[config.mk]
export PLATFORM = sky130hd
export DESIGN_NAME = uart_rx_framer
export DESIGN_NICKNAME = d
export VERILOG_FILES = /design/src/rtl/uart_pkg.sv /design/src/rtl/uart_frame_buf.sv /design/src/rtl/uart_rx_framer.sv
export SDC_FILE = /design/constraint.sdc
export NUM_CORES = 1
export LEC_CHECK = 0
export ABC_AREA = 1
export CAP_MARGIN = 25
export CORE_UTILIZATION = 40
export CTS_BUF_LIST = sky130_fd_sc_hd__clkbuf_4 sky130_fd_sc_hd__clkbuf_8
export DETAILED_ROUTE_END_ITERATION = 10
export GPL_TIMING_DRIVEN = 0
export PLACE_DENSITY = 0.61
export SYNTH_ARGS = -nofsm -noshare
export SYNTH_HDL_FRONTEND = slang
export SYNTH_HIERARCHICAL = 1
export SYNTH_SLANG_ARGS = --single-unit
[constraint.sdc]
create_clock -name clk_50M -period 4 [get_ports clk_50M]
set_input_delay 0.6 -clock clk_50M [delete_from_list [all_inputs] [get_ports clk_50M]]
set_output_delay 0.6 -clock clk_50M [all_outputs]
set_load 0.02 [all_outputs]
[src/rtl/uart_pkg.sv]
// Shared definitions for the UART receive framer.
// State encodings and default framing constants.
package uart_pkg;

    typedef enum logic [2:0] {
        HUNT,
        LEN,
        PAYLOAD,
        CSUM,
        DRAIN
    } state_t;

    localparam logic [7:0] SYNC_BYTE_DEF      = 8'hA5;
    localparam int         MAX_LEN_DEF        = 16;
    localparam int         TIMEOUT_CYCLES_DEF = 8680;
    localparam int         CYCLES_PER_BIT     = 434;

endpackage

[src/rtl/uart_frame_buf.sv]
// Payload store for one frame: single write port,
// combinational read port, contents never reset.
module uart_frame_buf #(
    parameter int DEPTH = 16,
    parameter int AW    = 4
) (
    input  logic          clk,
    input  logic          i_we,
    input  logic [AW-1:0] i_waddr,
    input  logic [7:0]    i_wdata,
    input  logic [AW-1:0] i_raddr,
    output logic [7:0]    o_rdata
);

    logic [7:0] r_mem [DEPTH];

    // capture payload bytes as they arrive
    always_ff @(posedge clk) begin
        if (i_we) begin
            r_mem[i_waddr] <= i_wdata;
        end
    end

    assign o_rdata = r_mem[i_raddr];

endmodule

[src/rtl/uart_rx_framer.sv]
// Frames the UART byte stream: SYNC, LEN, payload, checksum.
// Verified payloads are streamed out over valid/ready.
import uart_pkg::*;

module uart_rx_framer #(
    parameter logic [7:0] SYNC_BYTE      = SYNC_BYTE_DEF,
    parameter int         MAX_LEN        = MAX_LEN_DEF,
    parameter int         TIMEOUT_CYCLES = TIMEOUT_CYCLES_DEF
) (
    input  logic       clk_50M,
    input  logic       rst,
    input  logic [7:0] rx_msg,
    input  logic       rx_complete,
    output logic [7:0] out_data,
    output logic       out_valid,
    input  logic       out_ready,
    output logic       out_last,
    output logic [4:0] frame_len,
    output logic       csum_err,
    output logic       len_err,
    output logic       timeout_err,
    output logic       overrun
);

    localparam int AW = $clog2(MAX_LEN);
    localparam int IW = $clog2(TIMEOUT_CYCLES);
    // idle count on the cycle before expiry; the next idle cycle fires
    localparam logic [IW-1:0] IDLE_LAST = IW'(TIMEOUT_CYCLES - 2);

    state_t        r_state, w_state;
    logic [4:0]    r_len,   w_len;
    logic [7:0]    r_sum,   w_sum;
    logic [AW-1:0] r_wptr,  w_wptr;
    logic [AW-1:0] r_rptr,  w_rptr;
    logic [IW-1:0] r_idle,  w_idle;
    logic          r_csum_err, w_csum_err;
    logic          r_len_err,  w_len_err;
    logic          r_to_err,   w_to_err;
    logic          r_ovr,      w_ovr;
    logic          w_we;
    logic          w_fire;
    logic          w_in_frame;
    logic [7:0]    w_rdata;

    uart_frame_buf #(
        .DEPTH (MAX_LEN),
        .AW    (AW)
    ) u_buf (
        .clk     (clk_50M),
        .i_we    (w_we),
        .i_waddr (r_wptr),
        .i_wdata (rx_msg),
        .i_raddr (r_rptr),
        .o_rdata (w_rdata)
    );

    assign out_valid   = (r_state == DRAIN);
    assign out_data    = out_valid ? w_rdata : 8'h00;
    assign out_last    = out_valid &&
                         (int'(r_rptr) == int'(r_len) - 1);
    assign frame_len   = r_len;
    assign csum_err    = r_csum_err;
    assign len_err     = r_len_err;
    assign timeout_err = r_to_err;
    assign overrun     = r_ovr;

    assign w_fire     = out_valid && out_ready;
    assign w_in_frame = (r_state == LEN) ||
                        (r_state == PAYLOAD) ||
                        (r_state == CSUM);

    // next-state, datapath updates and error pulses
    always_comb begin
        w_state    = r_state;
        w_len      = r_len;
        w_sum      = r_sum;
        w_wptr     = r_wptr;
        w_rptr     = r_rptr;
        w_idle     = '0;
        w_csum_err = 1'b0;
        w_len_err  = 1'b0;
        w_to_err   = 1'b0;
        w_ovr      = 1'b0;
        w_we       = 1'b0;
        unique case (r_state)
            HUNT: begin
                if (rx_complete && rx_msg == SYNC_BYTE) begin
                    w_state = LEN;
                end
            end
            LEN: begin
                if (rx_complete) begin
                    if (rx_msg == 8'h00 ||
                        int'(rx_msg) > MAX_LEN) begin
                        w_len_err = 1'b1;
                        w_state   = HUNT;
                    end else begin
                        w_len   = rx_msg[4:0];
                        w_sum   = rx_msg;
                        w_wptr  = '0;
                        w_state = PAYLOAD;
                    end
                end
            end
            PAYLOAD: begin
                if (rx_complete) begin
                    w_we   = 1'b1;
                    w_sum  = r_sum + rx_msg;
                    w_wptr = r_wptr + 1'b1;
                    if (int'(r_wptr) == int'(r_len) - 1) begin
                        w_state = CSUM;
                    end
                end
            end
            CSUM: begin
                if (rx_complete) begin
                    if (rx_msg == r_sum) begin
                        w_rptr  = '0;
                        w_state = DRAIN;
                    end else begin
                        w_csum_err = 1'b1;
                        w_state    = HUNT;
                    end
                end
            end
            DRAIN: begin
                w_ovr = rx_complete;
                if (w_fire) begin
                    if (out_last) begin
                        w_rptr  = '0;
                        w_state = HUNT;
                    end else begin
                        w_rptr = r_rptr + 1'b1;
                    end
                end
            end
            default: begin
                w_state = HUNT;
            end
        endcase
        // a byte on the expiry cycle clears the count instead
        if (w_in_frame && !rx_complete) begin
            if (r_idle == IDLE_LAST) begin
                w_to_err = 1'b1;
                w_state  = HUNT;
            end else begin
                w_idle = r_idle + 1'b1;
            end
        end
    end

    // state and datapath registers
    always_ff @(posedge clk_50M or posedge rst) begin
        if (rst) begin
            r_state    <= HUNT;
            r_len      <= '0;
            r_sum      <= '0;
            r_wptr     <= '0;
            r_rptr     <= '0;
            r_idle     <= '0;
            r_csum_err <= 1'b0;
            r_len_err  <= 1'b0;
            r_to_err   <= 1'b0;
            r_ovr      <= 1'b0;
        end else begin
            r_state    <= w_state;
            r_len      <= w_len;
            r_sum      <= w_sum;
            r_wptr     <= w_wptr;
            r_rptr     <= w_rptr;
            r_idle     <= w_idle;
            r_csum_err <= w_csum_err;
            r_len_err  <= w_len_err;
            r_to_err   <= w_to_err;
            r_ovr      <= w_ovr;
        end
    end

endmodule

==> metrics.cfg <==
[run_status]
status=complete, no violations

[clocking]
clkSinkCount=170
clock-root-buffer=clkbuf_8
cts_tree=done
cts.clk_slew.worst_paths_ns=0.09
cts_resized=0
cts_setup_buffers=0
cts_hold_buf=0
numCtsBuffers=17
clkLatencyLatePin_ns=0.46
clockBufferDepth=2
htree_levels=4

[global_route]
first_global_vias=5945
grt_max_degree=30
grt_pass1_wl_um=32200
grt_antenna_before_repair=0
grtUsageTotal_pct=20.0
gr-total-overflow=0

[critical_path]
worstPathRequired_ns=3.40
startpoint_type=flip-flop
r2r-start=r_state[2]$_DFF_PP0_
crit_fanout=6
arrival_ns=2.75
crit_start=frame_len[0]$_DFFE_PP0P_
endpoint_kind=primary output
worstSetupPathType=reg2out

[floorplan]
die_w_um=147
die_area_um2=21500
die_y_um=147
core_um2=20400
fp-row-count=52
initial_utilization_pct=41.1
pin_count=31

[routing]
drc=0
first_pass_iters=5
wl_per_cell_um=16.3
drtIter0Drc=439
ant_nets=0
routed-via-count=6277
routed_wl_um=20600
vias_per_cell=4.98

[sta]
fmax_mhz=299
tightest_slew_ns=1.06
skew_ns=0.0125
finalHoldViolations=0
rsz0062_at_grt=no
slew_headroom_pct=28.9
setup_viol=0
period_share_pct=83.7
finalSetupTns_ns=0
final_max_slew_viol_count=0
min_period_ns=3.35

[hold_path]
hold_path.class=in2async

[synth]
synth_area_per_cell_um2=9.02
synthCells=927
netlist_area_um2=8360
yosys_register_bits=170
yosysSeqAreaShare_pct=58.5
synth_warnings=6
synth_nets=952
ys_types=37

[placed_design]
io_buffers=30
place_inst=1228
dp_hpwl_um=13800
gp_congestion=0.853

[layout]
final_cell_mix=nand2_1, inv_1, nand3_1
final_cell_count_no_fill=1260
drive_gt1_share_pct=7.68
fillers=1972
final_common_cell=nand2_1
insertedDiodeCount=0
layout.nets=1002
syn2layout_area_growth_pct=12.4

[power_and_ir_drop]
p_leak_nw=4.18
pwr_density_cell_nw_per_um2=466
ir_drop_uv=222

[job]
drv_cap=0

[routing by layer]
metal	GRT usage (%)	part of all wire, %	vias up
li1	-	-	3086
met1	27.3	46	2966
met2	32.7	46	200
met3	3.16	5.7	25
met4	6.72	1.4	0
met5	0	0	-
[through the flow]
step / hold WS (ns) / setup WS [ns] / area [um2] / utilization, % / power (mW)
final: 0.430 / 0.653 / 9400 / 46.2 / 4.38
after global routing: 0.436 / 0.461 / 9400 / 46.2 / 4.58
after CTS: 0.421 / 0.631 / 9400 / 46.2 / 4.39
after detailed placement: 0.502 / 0.588 / 9020 / 44.3 / 3.20
after global placement: 0.496 / 0.626 / 9000 / 44.2 / 3.20
after floorplan: 0.469 / 1.79 / 8360 / - / 2.75
[worst max-delay path, cell delays in order, from the launching register on]
cell	delay, ns
dfrtp_1	0.48
inv_1	0.15
ha_1	0.37
inv_1	0.07
nand2_1	0.04
nand2_1	0.06
nand3_1	0.07
nor2_1	0.09
nand3_1	0.25
inv_1	0.12
clkdlybuf4s50_1	0.61
[cells in the mapped netlist]
master,n,area [um2]
a21oi_1,13,65.1
a31oi_1,2,12.5
and2_1,1,6.26
and3_1,1,6.26
buf_1,1,3.75
buf_2,14,70.1
buf_4,5,37.5
buf_6,6,67.6
clkinv_1,1,3.75
dfrtp_1,42,1050
edfxtp_1,128,3840
fa_1,1,20.0
ha_1,12,150
inv_1,159,597
inv_2,6,22.5
inv_4,1,6.26
nand2_1,261,980
nand2_2,3,18.8
nand3_1,140,701
nand3_2,1,10.0
nand3b_1,3,22.5
nand4_1,14,87.6
nor2_1,59,221
nor2_2,2,12.5
nor2_8,1,20.0
nor3_1,11,55.1
nor3_2,1,10.0
nor4_1,4,25.0
nor4_2,1,12.5
o211ai_1,1,7.51
o21a_1,1,7.51
o21ai_0,14,70.1
o21ai_1,2,10.0
or2_1,1,6.26
or2_2,1,6.26
xnor2_1,1,8.76
xor2_1,12,105
[path summary, 6_finish.rpt]
kind / end / slack, ns / depth (start not counted)
min reg2reg: r_sum[5]$_DFFE_PP0P_ / 0.52 / 2
max: out_last / 0.65 / 10
max in group asynchronous: frame_len[1]$_DFFE_PP0P_ / 3.09 / 3
max reg2reg: u_buf/r_mem[9][1]$_DFFE_PP_ / 1.46 / 5
min in group clk_50M: r_sum[5]$_DFFE_PP0P_ / 0.52 / 2
min: r_idle[13]$_DFF_PP0_ / 0.43 / 2
[report_power, final]
group,internal (mW),switching (mW)
Clock,0.542,0.655
Sequential,1.92,0.0340
Combinational,0.449,0.778
Total,2.91,1.47
[layout make-up]
| type | count | area (um2) | area share, % |
|---|---|---|---|
| repair buffers | 31 | 320 | 3.41 |
| inverters | 167 | 629 | 6.70 |
| flip-flops and latches | 170 | 4890 | 52.1 |
| plain buffers | 26 | 179 | 1.90 |
| multi-input cells | 564 | 2660 | 28.3 |
| clock buffers | 21 | 270 | 2.88 |
| well taps | 270 | 338 | 3.59 |
| clock inverters | 11 | 111 | 1.18 |
[sequential cells by signal, indices dropped and copies added (netlist names)]
| register | count |
|---|---|
| len_err | 1 |
| r_state | 3 |
| r_wptr | 4 |
| csum_err | 1 |
| r_rptr | 4 |
| overrun | 1 |
| u_buf/r_mem | 128 |
| r_idle | 14 |
| r_sum | 8 |
| frame_len | 5 |
| timeout_err | 1 |
[cell families after synthesis]
| logic type | share of synthesized area [%] |
|---|---|
| simple gates | 26.3 |
| buf+inv | 9.67 |
| flops | 58.5 |
| compound gates | 2.07 |
| xor+xnor | 1.36 |
| fa+ha+maj | 2.04 |
(Power assumes the default switching activity.)
